--- src/rtl/gfx_bank_scheduler_if.sv ---
// Requester-side handshake bundle for gfx_bank_scheduler: NUM_RD scanline readers plus one DMA writer.
interface gfx_bank_scheduler_if #(
  parameter int NUM_RD            = 4,
  parameter int BITS              = 16,
  parameter int BANK_ADDRESS_BITS = 14
) ();
  logic [NUM_RD*BANK_ADDRESS_BITS-1:0] rd_addr;
  logic [NUM_RD-1:0]                   rd_valid;
  logic [NUM_RD-1:0]                   rd_ready;
  logic [BITS-1:0]                     rd_data;
  logic [BANK_ADDRESS_BITS-1:0]        wr_addr;
  logic [BITS-1:0]                     wr_data;
  logic                                wr_valid;
  logic                                wr_ready;

  modport master (
    output rd_addr, rd_valid, wr_addr, wr_data, wr_valid,
    input  rd_ready, rd_data, wr_ready
  );

  modport slave (
    input  rd_addr, rd_valid, wr_addr, wr_data, wr_valid,
    output rd_ready, rd_data, wr_ready
  );
endinterface

--- src/rtl/gfx_bank_scheduler.sv ---
// Round-robin readers / low-priority anti-starved writer sharing one graphics bank port.
// Define GFX_BANK_SCHEDULER_STATS_EN to enable the per-frame bank-busy counter on stat_busy.
module gfx_bank_scheduler #(
  parameter int NUM_RD            = 4,
  parameter int BITS              = 16,
  parameter int BANK_ADDRESS_BITS = 14,
  parameter int WR_MAX_WAIT       = 8
) (
  input  logic                         CLK,
  input  logic                         RSTb,
  gfx_bank_scheduler_if.slave          req,
  output logic [BANK_ADDRESS_BITS-1:0] B_ADDR,
  input  logic [BITS-1:0]              B_DIN,
  output logic                         B_REQ,
  output logic [BITS-1:0]              B_DOUT,
  output logic                         B_WR,
  input  logic                         frame_tick,
  output logic [15:0]                  stat_busy
);

  localparam int IDX_W = (NUM_RD > 1) ? $clog2(NUM_RD) : 1;
  localparam logic [7:0] WAIT_MAX = 8'(WR_MAX_WAIT);

  typedef enum logic [1:0] {ARB, ACCESS, CAPTURE} state_t;

  state_t                       state, state_next;
  logic [IDX_W-1:0]             ptr, lat_idx, pick_idx;
  logic [7:0]                   wr_wait;
  logic [BANK_ADDRESS_BITS-1:0] lat_addr;
  logic [BITS-1:0]              lat_data, rd_data_q;
  logic                         lat_wr;
  logic [NUM_RD-1:0]            rd_ready_q, eligible;
  logic                         pick_found, grant_rd, grant_wr;
  int                           cand;

  // A reader showing rd_ready this cycle is masked so it cannot be granted twice.
  always_comb begin
    eligible   = req.rd_valid & ~rd_ready_q;
    pick_found = 1'b0;
    pick_idx   = '0;
    cand       = 0;
    for (int k = 1; k <= NUM_RD; k++) begin
      cand = (int'(ptr) + k) % NUM_RD;
      if (!pick_found && eligible[IDX_W'(cand)]) begin
        pick_found = 1'b1;
        pick_idx   = IDX_W'(cand);
      end
    end
  end

  always_comb begin
    state_next   = state;
    grant_rd     = 1'b0;
    grant_wr     = 1'b0;
    B_REQ        = 1'b0;
    B_ADDR       = '0;
    B_WR         = 1'b0;
    B_DOUT       = '0;
    req.wr_ready = 1'b0;
    case (state)
      ARB: begin
        if (req.wr_valid && (!pick_found || wr_wait == WAIT_MAX)) begin
          grant_wr   = 1'b1;
          state_next = ACCESS;
        end else if (pick_found) begin
          grant_rd   = 1'b1;
          state_next = ACCESS;
        end
      end
      ACCESS: begin
        B_REQ  = 1'b1;
        B_ADDR = lat_addr;
        if (lat_wr) begin
          B_WR         = 1'b1;
          B_DOUT       = lat_data;
          req.wr_ready = 1'b1;
          state_next   = ARB;
        end else begin
          state_next = CAPTURE;
        end
      end
      CAPTURE: begin
        B_REQ      = 1'b1;
        B_ADDR     = lat_addr;
        state_next = ARB;
      end
      default: state_next = ARB;
    endcase
  end

  // Grant latching keeps the in-flight transaction immune to later request-side changes.
  always_ff @(posedge CLK) begin
    if (RSTb) begin
      state      <= ARB;
      ptr        <= IDX_W'(NUM_RD - 1);
      wr_wait    <= '0;
      lat_addr   <= '0;
      lat_data   <= '0;
      lat_wr     <= 1'b0;
      lat_idx    <= '0;
      rd_ready_q <= '0;
      rd_data_q  <= '0;
    end else begin
      state      <= state_next;
      rd_ready_q <= '0;
      if (grant_wr) begin
        lat_wr   <= 1'b1;
        lat_addr <= req.wr_addr;
        lat_data <= req.wr_data;
        wr_wait  <= '0;
      end else if (grant_rd) begin
        lat_wr   <= 1'b0;
        lat_addr <= req.rd_addr[pick_idx*BANK_ADDRESS_BITS +: BANK_ADDRESS_BITS];
        lat_data <= '0;
        lat_idx  <= pick_idx;
        ptr      <= pick_idx;
        if (req.wr_valid && wr_wait != WAIT_MAX) wr_wait <= wr_wait + 8'd1;
      end
      if (state == CAPTURE) begin
        rd_data_q           <= B_DIN;
        rd_ready_q[lat_idx] <= 1'b1;
      end
    end
  end

  assign req.rd_ready = rd_ready_q;
  assign req.rd_data  = rd_data_q;

`ifdef GFX_BANK_SCHEDULER_STATS_EN
  logic [15:0] busy_cnt;

  // A frame_tick landing on a busy cycle counts that cycle toward the new frame.
  always_ff @(posedge CLK) begin
    if (RSTb) begin
      busy_cnt  <= '0;
      stat_busy <= '0;
    end else if (frame_tick) begin
      stat_busy <= busy_cnt;
      busy_cnt  <= B_REQ ? 16'd1 : 16'd0;
    end else if (B_REQ && busy_cnt != 16'hFFFF) begin
      busy_cnt <= busy_cnt + 16'd1;
    end
  end
`else
  logic unused_frame_tick;
  assign unused_frame_tick = frame_tick;
  assign stat_busy         = '0;
`endif

endmodule

--- src/flat_wrapper.sv ---
// flat-port wrapper written by rule: the top's interface ports become plain ports
module gfx_bank_scheduler_flat 
#(
  parameter int NUM_RD            = 4,
  parameter int BITS              = 16,
  parameter int BANK_ADDRESS_BITS = 14,
  parameter int WR_MAX_WAIT       = 8
)
  (CLK, RSTb, B_ADDR, B_DIN, B_REQ, B_DOUT, B_WR, frame_tick, stat_busy, req_rd_addr, req_rd_valid, req_wr_addr, req_wr_data, req_wr_valid, req_rd_ready, req_rd_data, req_wr_ready);
  gfx_bank_scheduler_if #(.NUM_RD(NUM_RD), .BITS(BITS), .BANK_ADDRESS_BITS(BANK_ADDRESS_BITS)) req_i ();
  input  logic CLK;
  input  logic RSTb;
  output logic [BANK_ADDRESS_BITS-1:0] B_ADDR;
  input  logic [BITS-1:0] B_DIN;
  output logic B_REQ;
  output logic [BITS-1:0] B_DOUT;
  output logic B_WR;
  input  logic frame_tick;
  output logic [15:0] stat_busy;
  input wire logic [$bits(req_i.rd_addr)-1:0] req_rd_addr;
  input wire logic [$bits(req_i.rd_valid)-1:0] req_rd_valid;
  input wire logic [$bits(req_i.wr_addr)-1:0] req_wr_addr;
  input wire logic [$bits(req_i.wr_data)-1:0] req_wr_data;
  input wire logic [$bits(req_i.wr_valid)-1:0] req_wr_valid;
  output wire logic [$bits(req_i.rd_ready)-1:0] req_rd_ready;
  output wire logic [$bits(req_i.rd_data)-1:0] req_rd_data;
  output wire logic [$bits(req_i.wr_ready)-1:0] req_wr_ready;
  assign req_i.rd_addr = req_rd_addr;
  assign req_i.rd_valid = req_rd_valid;
  assign req_i.wr_addr = req_wr_addr;
  assign req_i.wr_data = req_wr_data;
  assign req_i.wr_valid = req_wr_valid;
  assign req_rd_ready = req_i.rd_ready;
  assign req_rd_data = req_i.rd_data;
  assign req_wr_ready = req_i.wr_ready;
  gfx_bank_scheduler #(.NUM_RD(NUM_RD), .BITS(BITS), .BANK_ADDRESS_BITS(BANK_ADDRESS_BITS), .WR_MAX_WAIT(WR_MAX_WAIT)) u_core (.CLK(CLK), .RSTb(RSTb), .req(req_i), .B_ADDR(B_ADDR), .B_DIN(B_DIN), .B_REQ(B_REQ), .B_DOUT(B_DOUT), .B_WR(B_WR), .frame_tick(frame_tick), .stat_busy(stat_busy));
endmodule
--- config.mk ---
export PLATFORM = sky130hd
export DESIGN_NAME = gfx_bank_scheduler_flat
export DESIGN_NICKNAME = d
export VERILOG_FILES = /design/src/rtl/gfx_bank_scheduler_if.sv /design/src/rtl/gfx_bank_scheduler.sv /design/src/flat_wrapper.sv
export SDC_FILE = /design/constraint.sdc
export NUM_CORES = 1
export LEC_CHECK = 0
export ABC_AREA = 1
export CORE_MARGIN = 2
export CORE_UTILIZATION = 31
export CTS_CLUSTER_DIAMETER = 60
export DETAILED_ROUTE_END_ITERATION = 6
export DONT_BUFFER_PORTS = 1
export HOLD_SLACK_MARGIN = 0.15
export SYNTH_ARGS = -nofsm -noshare
export SYNTH_HDL_FRONTEND = slang
export SYNTH_SLANG_ARGS = --single-unit
--- constraint.sdc ---
create_clock -name CLK -period 2.2 [get_ports CLK]
set_clock_uncertainty 0.2 [all_clocks]
set_input_delay 0.44 -clock CLK [delete_from_list [all_inputs] [get_ports CLK]]
set_output_delay 0.44 -clock CLK [all_outputs]
set_load 0.01 [all_outputs]
==> impl_metrics.json <==
{
  "io-pin-count": 179,
  "viasPerCell": 4.95,
  "syn_area_per_cell_sq_um": 6.35,
  "totalWireLength_um": 13700,
  "vias": 4400,
  "crit_required_ns": 2.25,
  "grt_pass1_vias": 3892,
  "path_delay_family": "simple AND/OR/NAND/NOR gates",
  "die_w_um": 120,
  "rsz0062_at_grt": "yes",
  "hold_viol_final": 0,
  "worstSetupPathType": "register to register",
  "ys_seq_area_share_pct": 31.0,
  "numClockSinks": 65,
  "cts_buffers": 9,
  "synth-seq-cells": 65,
  "critPathSlowestCell": "dfxtp_2",
  "clockRootBuffer": "clkbuf_16",
  "grt_pass1_wl_um": 18800,
  "firstDrtPassIters": 5,
  "final_nets": 824,
  "worstMarginPinSlew_ns": 0.877,
  "power_density_nw_per_um2": 1490,
  "grt_usage_pct": 16.5,
  "hpwl_um": 8770,
  "fin_crit_sh_pct": 102,
  "ys_types": 36,
  "synth-edff-count": 0,
  "ant_nets": 0,
  "fin_ws_ns": -0.0357,
  "vdd_drop_max_uv": 533,
  "leakage_nw": 2.64,
  "start_kind": "register",
  "grt-ovfl-total": 0,
  "gp_congestion": 0.857,
  "yosysTopAreaCellShare_pct": 31.0,
  "slew_headroom_pct": 41.4,
  "cts_buffer_depth": 2,
  "synth_cells": 660,
  "end_kind": "register",
  "fmax_mhz": 447,
  "dieArea_sq_um": 14500,
  "io_buffers": 0,
  "cts_tree": "yes",
  "cp.arrival_ns": 2.29,
  "crit_path_max_fanout": 8,
  "core_area_sq_um": 13200,
  "routedWlPerCell_um": 15.4,
  "die_h_um": 120,
  "status": "complete, but fails checks",
  "finalSetupViolations": 1,
  "yosysMostFrequentCell": "inv_1",
  "insertion_delay_ns": 0.33,
  "hold_path.class": "input port to register",
  "instances_no_fill": 889,
  "htree_levels": 3,
  "clk_pin_slew_ns": 0.06,
  "maxSlewViolCount": 0,
  "netlist_area_sq_um": 4190,
  "area_delta_synth_final_pct": 33.6,
  "cpPeakStageDelay_ns": 0.32,
  "route.detailed.drc": 0,
  "drive_gt1_share_pct": 20.2,
  "drtIter0Drc": 257,
  "drv_cap": 0,
  "synthTopCellsByArea": "dfxtp_1 (31%), nand3_1 (11%), inv_1 (11%)",
  "ys_warn_count": 0,
  "start_util_pct": 31.7,
  "fin_util_pct": 42.3,
  "fp-row-count": 42,
  "synth_flop_cell": "dfxtp_1",
  "setup_total_negative_slack_ns": -0.0357,
  "synth-async-reset-ratio_pct": 0,
  "path_buf_inv": 4,
  "antenna_cells": 0,
  "grt_max_degree": 30,
  "numPlacedInstances": 830,
  "yosys-top-cells-count": "inv_1 (123), nand2_1 (121), nand3_1 (95)",
  "violations": "negative setup slack",
  "path_cells": "buf_12 -> inv_8 -> nand3_2 -> nand3_2 -> nand2_4 -> nand4_4 -> buf_6 -> nand4_1 -> buf_6 -> o21ai_0 -> nor3b_2",
  "yosys.area.top_type": "dfxtp_1",
  "antenna_found_initial": 0,
  "min_period_ns": 2.24
}
## layout by cell type, fill, tap and decap left out, types with 2 or more instances in the layout
master         count
nor3_1             6
o211ai_1           2
nand3_4            4
inv_2              3
clkinv_4           2
o21ai_0           19
dlygate4sd3_1     34
buf_4             21
dfxtp_1           63
nand4_1           34
nor3b_2            3
nand3_1           77
nand3_2           16
buf_6              7
a21oi_4            2
nand2_2           25
inv_1            122
conb_1            16
a21oi_2           14
o21ai_2            4
nor3_2             2
nand2_1          100
nand2_4            4
clkinvlp_4         2
a21oi_1           23
nor2_1            51
o21ai_1           12
buf_12            11
ha_1               5
clkbuf_16         13
## what timing repair did
item                                    4_1_cts  5_1_grt
gates resized for setup                       2       76
gates cloned                                  0        7
endpoints found under the setup margin       12       43
hold buffers                                 16       18
setup buffers                                 0        3
pin swaps                                     0        9
endpoints found under the hold margin        37       21
## final timing paths
check / from / endpoint / slack (ns) / cells past startpoint
worst max-delay path: u_core.ptr[0]$_SDFFE_PP1P_ / u_core.wr_wait[6]$_SDFFE_PP0P_ / -0.04 / 11
worst min-delay path: req_wr_addr[7] / u_core.lat_addr[7]$_SDFFE_PP0P_ / 0.16 / 4
worst max register to register: u_core.ptr[0]$_SDFFE_PP1P_ / u_core.wr_wait[6]$_SDFFE_PP0P_ / -0.04 / 11
worst min register to register: u_core.lat_idx[0]$_SDFFE_PP0P_ / u_core.req.rd_ready[2]$_SDFF_PP0_ / 0.28 / 1
## power breakdown
| group | total, mW | switching [mW] | internal (mW) |
|---|---|---|---|
| clock | 1.42 | 0.549 | 0.874 |
| sequential | 1.63 | 0.199 | 1.44 |
| combinational | 5.28 | 3.16 | 2.12 |
| total | 8.34 | 3.91 | 4.43 |
## area by class of cell
class | instances | area [sq um]
flip-flops and latches | 65 | 1310
clock buffers | 9 | 225
inverters | 127 | 489
well taps | 176 | 220
repair buffers | 77 | 897
fillers | 1413 | 7640
clock inverters | 6 | 67.6
multi-input cells | 429 | 2400
## cells by family after synthesis
family,Yosys count,synth area share (%)
other,1,0.0894
and+or+nand+nor,329,36.6
buffers and inverters,181,19.3
adders and majority gates,5,1.49
DFF,65,31.0
xor gates and xnor gates,1,0.209
AOI/OAI and AO/OA,78,11.2
## registers in the layout, summed over array words and instances, names as in the netlist
name	count
u_core.state	2
u_core.lat_idx	2
u_core.req.rd_ready	4
u_core.wr_wait	8
u_core.lat_wr	1
u_core.req.rd_data	16
u_core.ptr	2
u_core.lat_addr	14
u_core.lat_data	16
## worst reg2reg max path, stage by stage, from the launching register on
cell,delay (ns)
dfxtp_2,0.32
buf_12,0.14
inv_8,0.08
nand3_2,0.12
nand3_2,0.13
nand2_4,0.08
nand4_4,0.12
buf_6,0.14
nand4_1,0.22
buf_6,0.21
o21ai_0,0.19
nor3b_2,0.20
## through the flow
step	hold slack (ns)	cell area (sq um)	total power, mW	setup WS [ns]
CTS	-0.0427	4970	7.36	-0.000121
floorplan	0.242	4250	4.57	0.173
finish	0.164	5600	8.34	-0.0357
global placement	0.257	4500	5.83	-0.00501
global route	0.181	5600	8.93	-0.146
detailed placement	0.263	4500	5.85	-0.0242
## metal layers
layer	track usage (%)	part of all wire, %	up-vias
met5	0	0	-
met3	5.05	7.1	20
met1	19.6	41	2007
met2	28.4	50	210
li1	-	-	2163
met4	5.09	2.0	0
(Power assumes the default switching activity.)
